$ cat src/rtl/rc4_pkg.sv
// rc4_pkg: state and phase encodings plus width defaults shared by the RC4 sequencer files.
package rc4_pkg;
    localparam int DEF_RAM_WIDTH  = 8;
    localparam int DEF_RAM_LENGTH = 8;
    localparam int DEF_KEY_WIDTH  = 24;
    typedef enum logic [3:0] {
        S_IDLE     = 4'd0,
        S_INIT     = 4'd1,
        S_INIT_ACK = 4'd2,
        S_SHUF     = 4'd3,
        S_SHUF_ACK = 4'd4,
        S_DEC      = 4'd5,
        S_DEC_ACK  = 4'd6,
        S_CHECK    = 4'd7,
        S_DONE     = 4'd8
    } state_t;
    typedef enum logic [1:0] {
        PH_INIT = 2'd0,
        PH_SHUF = 2'd1,
        PH_DEC  = 2'd2
    } phase_t;
endpackage

$ cat src/rtl/rc4_sram_mux.sv
// rc4_sram_mux: 3:1 S-RAM port mux selected by phase, write enable gated by i_wren_en.
module rc4_sram_mux
    import rc4_pkg::*;
#(
    parameter int RAM_WIDTH  = DEF_RAM_WIDTH,
    parameter int RAM_LENGTH = DEF_RAM_LENGTH
) (
    input  logic [1:0]            i_sel,
    input  logic                  i_wren_en,
    input  logic [RAM_LENGTH-1:0] i_init_addr,
    input  logic [RAM_WIDTH-1:0]  i_init_data,
    input  logic                  i_init_wren,
    input  logic [RAM_LENGTH-1:0] i_shuf_addr,
    input  logic [RAM_WIDTH-1:0]  i_shuf_data,
    input  logic                  i_shuf_wren,
    input  logic [RAM_LENGTH-1:0] i_dec_addr,
    input  logic [RAM_WIDTH-1:0]  i_dec_data,
    input  logic                  i_dec_wren,
    output logic [RAM_LENGTH-1:0] o_addr,
    output logic [RAM_WIDTH-1:0]  o_data,
    output logic                  o_wren
);
    always_comb begin
        o_addr = i_sel == PH_SHUF ? i_shuf_addr : i_sel == PH_DEC ? i_dec_addr : i_init_addr;
        o_data = i_sel == PH_SHUF ? i_shuf_data : i_sel == PH_DEC ? i_dec_data : i_init_data;
        o_wren = i_wren_en & (i_sel == PH_SHUF ? i_shuf_wren : i_sel == PH_DEC ? i_dec_wren : i_init_wren);
    end
endmodule

$ cat src/rtl/rc4_phase_sequencer.sv
// rc4_phase_sequencer: runs init, shuffle and decrypt engines in order on one shared S-RAM.
module rc4_phase_sequencer
    import rc4_pkg::*;
#(
    parameter int RAM_WIDTH  = DEF_RAM_WIDTH,
    parameter int RAM_LENGTH = DEF_RAM_LENGTH,
    parameter int KEY_WIDTH  = DEF_KEY_WIDTH,
    parameter logic [KEY_WIDTH-1:0] KEY_MAX = KEY_WIDTH'(24'h3FFFFF)
) (
    input  logic                  i_clk,
    input  logic                  i_reset,
    input  logic                  i_start,
    input  logic [KEY_WIDTH-1:0]  i_key_in,
    input  logic                  i_msg_valid,
    output logic                  o_init_start,
    output logic                  o_shuf_start,
    output logic                  o_dec_start,
    input  logic                  i_init_finished,
    input  logic                  i_shuf_finished,
    input  logic                  i_dec_finished,
    input  logic [RAM_LENGTH-1:0] i_init_addr,
    input  logic [RAM_LENGTH-1:0] i_shuf_addr,
    input  logic [RAM_LENGTH-1:0] i_dec_addr,
    input  logic [RAM_WIDTH-1:0]  i_init_data,
    input  logic [RAM_WIDTH-1:0]  i_shuf_data,
    input  logic [RAM_WIDTH-1:0]  i_dec_data,
    input  logic                  i_init_wren,
    input  logic                  i_shuf_wren,
    input  logic                  i_dec_wren,
    output logic [RAM_LENGTH-1:0] o_s_addr,
    output logic [RAM_WIDTH-1:0]  o_s_in,
    output logic                  o_s_wren,
    output logic [KEY_WIDTH-1:0]  o_key,
    output logic                  o_done,
    output logic                  o_key_found,
    output logic                  o_key_exhausted,
    output logic [3:0]            o_state_tap
);
    state_t                 r_state, w_next;
    phase_t                 r_phase, w_phase;
    logic [KEY_WIDTH-1:0]   r_key;
    logic                   r_found, r_exhausted, w_wren_en;
    always_ff @(posedge i_clk) begin
        if (i_reset) begin
            r_state <= S_IDLE;
            r_phase <= PH_INIT;
        end else begin
            r_state <= w_next;
            r_phase <= w_phase;
        end
    end
    always_comb begin
        w_next = r_state;
        case (r_state)
            S_IDLE:     w_next = i_start ? S_INIT : S_IDLE;
            S_INIT:     w_next = i_init_finished ? S_INIT_ACK : S_INIT;
            S_INIT_ACK: w_next = i_init_finished ? S_INIT_ACK : S_SHUF;
            S_SHUF:     w_next = i_shuf_finished ? S_SHUF_ACK : S_SHUF;
            S_SHUF_ACK: w_next = i_shuf_finished ? S_SHUF_ACK : S_DEC;
            S_DEC:      w_next = i_dec_finished ? S_DEC_ACK : S_DEC;
            S_DEC_ACK:  w_next = i_dec_finished ? S_DEC_ACK : S_CHECK;
`ifdef RC4_BRUTE_FORCE_EN
            S_CHECK:    w_next = (i_msg_valid || r_key == KEY_MAX) ? S_DONE : S_INIT;
`else
            S_CHECK:    w_next = S_DONE;
`endif
            S_DONE:     w_next = i_start ? S_DONE : S_IDLE;
            default:    w_next = S_IDLE;
        endcase
    end
    always_comb begin
        w_phase = (r_state == S_INIT || r_state == S_INIT_ACK) ? PH_INIT :
                  (r_state == S_SHUF || r_state == S_SHUF_ACK) ? PH_SHUF :
                  (r_state == S_DEC  || r_state == S_DEC_ACK)  ? PH_DEC  : r_phase;
        w_wren_en = r_state == S_INIT || r_state == S_SHUF || r_state == S_DEC;
    end
    always_ff @(posedge i_clk) begin
        if (i_reset) begin
            r_key       <= '0;
            r_found     <= 1'b0;
            r_exhausted <= 1'b0;
        end else begin
`ifdef RC4_BRUTE_FORCE_EN
            if (r_state == S_IDLE && i_start) r_key <= '0;
            if (r_state == S_CHECK && !i_msg_valid && r_key != KEY_MAX) r_key <= r_key + KEY_WIDTH'(1);
            if (r_state == S_CHECK) r_exhausted <= !i_msg_valid && r_key == KEY_MAX;
`else
            if (r_state == S_IDLE && i_start) r_key <= i_key_in;
`endif
            if (r_state == S_CHECK) r_found <= i_msg_valid;
            if (r_state == S_DONE && !i_start) begin
                r_found     <= 1'b0;
                r_exhausted <= 1'b0;
            end
        end
    end
    rc4_sram_mux #(.RAM_WIDTH(RAM_WIDTH), .RAM_LENGTH(RAM_LENGTH)) u_mux (
        .i_sel       (w_phase),
        .i_wren_en   (w_wren_en),
        .i_init_addr (i_init_addr),
        .i_init_data (i_init_data),
        .i_init_wren (i_init_wren),
        .i_shuf_addr (i_shuf_addr),
        .i_shuf_data (i_shuf_data),
        .i_shuf_wren (i_shuf_wren),
        .i_dec_addr  (i_dec_addr),
        .i_dec_data  (i_dec_data),
        .i_dec_wren  (i_dec_wren),
        .o_addr      (o_s_addr),
        .o_data      (o_s_in),
        .o_wren      (o_s_wren)
    );
    assign o_init_start    = r_state == S_INIT;
    assign o_shuf_start    = r_state == S_SHUF;
    assign o_dec_start     = r_state == S_DEC;
    assign o_done          = r_state == S_DONE;
    assign o_key           = r_key;
    assign o_key_found     = r_found;
    assign o_key_exhausted = r_exhausted;
    assign o_state_tap     = r_state;
endmodule

$ cat config.mk
export PLATFORM = sky130hd
export DESIGN_NAME = rc4_phase_sequencer
export DESIGN_NICKNAME = d
export VERILOG_FILES = /design/src/rtl/rc4_pkg.sv /design/src/rtl/rc4_sram_mux.sv /design/src/rtl/rc4_phase_sequencer.sv
export SDC_FILE = /design/constraint.sdc
export NUM_CORES = 1
export LEC_CHECK = 0
export ABC_CLOCK_PERIOD_IN_PS = 6000
export BUFFER_PORTS_ARGS = -buffer_cell sky130_fd_sc_hd__buf_2
export CAP_MARGIN = 20
export CORE_ASPECT_RATIO = 1.5
export CORE_MARGIN = 8
export CORE_UTILIZATION = 30
export DETAILED_ROUTE_END_ITERATION = 16
export PLACE_DENSITY = 0.71
export SLEW_MARGIN = 20
export SYNTH_ARGS = -nofsm -noshare
export SYNTH_HDL_FRONTEND = slang
export SYNTH_SLANG_ARGS = --single-unit
export TNS_END_PERCENT = 50
$ cat constraint.sdc
create_clock -name i_clk -period 6 [get_ports i_clk]
set_clock_uncertainty 0.2 [all_clocks]
set_input_delay 0.3 -clock i_clk [delete_from_list [all_inputs] [get_ports i_clk]]
set_output_delay 0.3 -clock i_clk [all_outputs]
set_load 0.02 [all_outputs]
==> results.tsv <==
stage	metric	value	unit
yosys	yosysUniqueCellTypes	34	
routing	via_per_inst	4.72	
cts	cts_hold_buf	0	
placement	placed_cells	396	
routing	wl_per_cell	14.4	um
yosys	synth_ff_type	dfxtp_1	
cts	post_cts_buffers	0	
floorplanning	die_area	8790	um^2
yosys	yosys_warnings	0	
routing	vias	1896	
yosys	ys_ff_latch	31	
floorplanning	coreArea	5790	um^2
layout	drive_above_1_share	0.524	
setup_path	path_max_fanout	17	
placement	port_buffers	131	
sta	fin_crit	3200	ps
floorplanning	die_y	111	um
floorplanning	die_w	79.3	um
placement	globalplace.congestion	0.780	
layout	area_growth	40.9	%
pwr	powerDensity	211	nW/um^2
yosys	syn_nets	291	
cts	cts_made_buffers	5	
global_routing	grtUsageTotal	0.129	
setup_path	arrival	2700	ps
pwr	peakVddDrop	0.143	mV
cts	path_clk_slew	60	ps
cts	cts_tree	done	
setup_path	critPathBufInv	1	
pwr	p_leak	1.26	nW
sta	tightest_slew	1090	ps
layout	num-nets-final	413	
yosys	syn_area	1800	um^2
routing	drtIter0Drc	46	
sta	finalSetupViolCount	0	
global_routing	grt.busiest_layer	met2	
yosys	synth_edf_count	0	
sta	drv_slew	0	
floorplanning	ios	133	
routing	ant_nets	0	
global_routing	grt_pass1_wl	9320	um
cts	cts_resized	0	
setup_path	required	5500	ps
global_routing	globalRouteMet1Util	0.138	
placement	hpwl	4600	um
sta	timing.max_slew.rel_slack	0.275	
setup_path	endpoint_kind	output port	
min_path	hold_class	in -> reg	
setup_path	path_delay_family	compound AO/OA/AOI/OAI gates	
setup_path	cp_cell_sequence	nor2b_1, o21ai_0, o22ai_4, mux2_2, mux2_2, buf_2	
layout	mostFrequentLayoutCells	131 x buf_2, 52 x nand2_1, 31 x dfxtp_1	
cts	cts_buffer_depth	2	
sta	fmax	0.312	GHz
routing	firstDrtPassIters	4	
floorplanning	start_util	0.311	
sta	post-route-period-util	0.534	
setup_path	slowest_delay	620	ps
setup_path	path_class	reg -> out	
sta	hold_violations	0	
cts	clk_latency	280	ps
layout	final_common_cell	buf_2	
yosys	syn_avg_cell_area	8.62	um^2
sta	grt_setup_unrepaired	false	
global_routing	grt_max_degree	32	
floorplanning	row_count	34	
yosys	netlist_instances	209	
setup_path	critPathLaunchType	register	
global_routing	gr-usage-met3	0.0617	
routing	drcViolationCount	0	
global_routing	grt_pass1_vias	1993	
setup_path	cpMostUsedCell	mux2_2	
yosys	synth-seq-area-share	0.344	
cts	cts_max_level	2	
cts	cts.sinks	31	
cts	cts_root_buf	clkbuf_8	
global_routing	antenna_found_initial	0	
sta	setup-tns-final	0	ps
routing	routed_wl	5800	um
global_routing	grt-ovfl-total	0	
setup_path	slowest_stage	o22ai_4	
yosys	async_reset_ff_frac	0	
layout	stdcell_count	402	
global_routing	use_met2	0.214	
flow_run	drv_cap	0	
layout	diodes	0	
outcome	outcome	completed	
[path summary, 6_finish.rpt]
check             depth (start not counted)      startpoint  slack, ps           to
setup / recovery                          6  o_state_tap[0]       2800  o_s_addr[1]
hold reg to reg                           2       o_key[23]        250    o_key[23]
hold / removal                            3     i_key_in[5]         60     o_key[5]
setup reg to reg                          4  o_state_tap[2]       3890     o_key[4]
[flip-flops by register name, indices dropped and copies added, names as in the netlist]
| signal | flops |
|---|---|
| o_key | 24 |
| o_key_found | 1 |
| o_state_tap | 4 |
| r_phase | 2 |
[synthesized netlist by cell type (2+ instances only)]
cell | instances | area [um^2]
nor2_1 | 6 | 22.5
dfxtp_1 | 31 | 621
nand2_1 | 52 | 195
buf_6 | 2 | 22.5
and3_1 | 2 | 12.5
inv_1 | 5 | 18.8
buf_2 | 2 | 10.0
mux2_4 | 18 | 270
nand2b_1 | 2 | 12.5
mux2i_1 | 4 | 40.0
a21oi_1 | 30 | 150
a211oi_1 | 5 | 37.5
nand3_1 | 2 | 10.0
clkbuf_1 | 11 | 41.3
o21ai_0 | 3 | 15.0
mux2_2 | 14 | 158
nor3_1 | 3 | 15.0
[worst min-delay path: stages]
cell	delay, ps
buf_2	90
nand2_1	40
a21oi_1	50
[where the power goes]
group | switching [W] | internal, W | total [W]
Combinational | 0.0000887 | 0.0000705 | 0.000159
Clock | 0.0000682 | 0.0000771 | 0.000145
Sequential | 0.0000115 | 0.000220 | 0.000232
Total | 0.000168 | 0.000368 | 0.000536
[cell families after synthesis]
logic type	count (synthesis)	synth area share
compound gates	44	0.151
xor+xnor	1	0.00486
buf+inv	21	0.0556
flops	31	0.344
mux	36	0.260
other cells	1	0.00208
simple gates	75	0.183
[layer usage]
layer,wire length (um),up-vias,part of all wire
met5,0,-,0
met4,77,0,0.013
met3,698,8,0.12
met2,2710,99,0.47
met1,2320,833,0.40
li1,-,956,-
[per-stage QoR]
stage	hold slack, ps	worst slack (ps)	util	power (W)	cell area (um^2)
after CTS	46.8	2750	0.439	0.000549	2540
final	58.2	2800	0.439	0.000536	2540
after floorplan	179	3590	-	0.000338	1800
after global placement	238	3160	0.426	0.000395	2470
after detailed placement	243	3060	0.426	0.000398	2470
after global routing	51.5	2590	0.439	0.000570	2540
[area by class of cell]
cell class | count | area [um^2]
clock buffer | 6 | 72.6
fill | 603 | 3250
multi-input combinational | 157 | 1080
inverter | 5 | 18.8
tap | 72 | 90.1
timing repair buffer | 131 | 656
sequential | 31 | 621
Power figures use the tool's default switching activity.
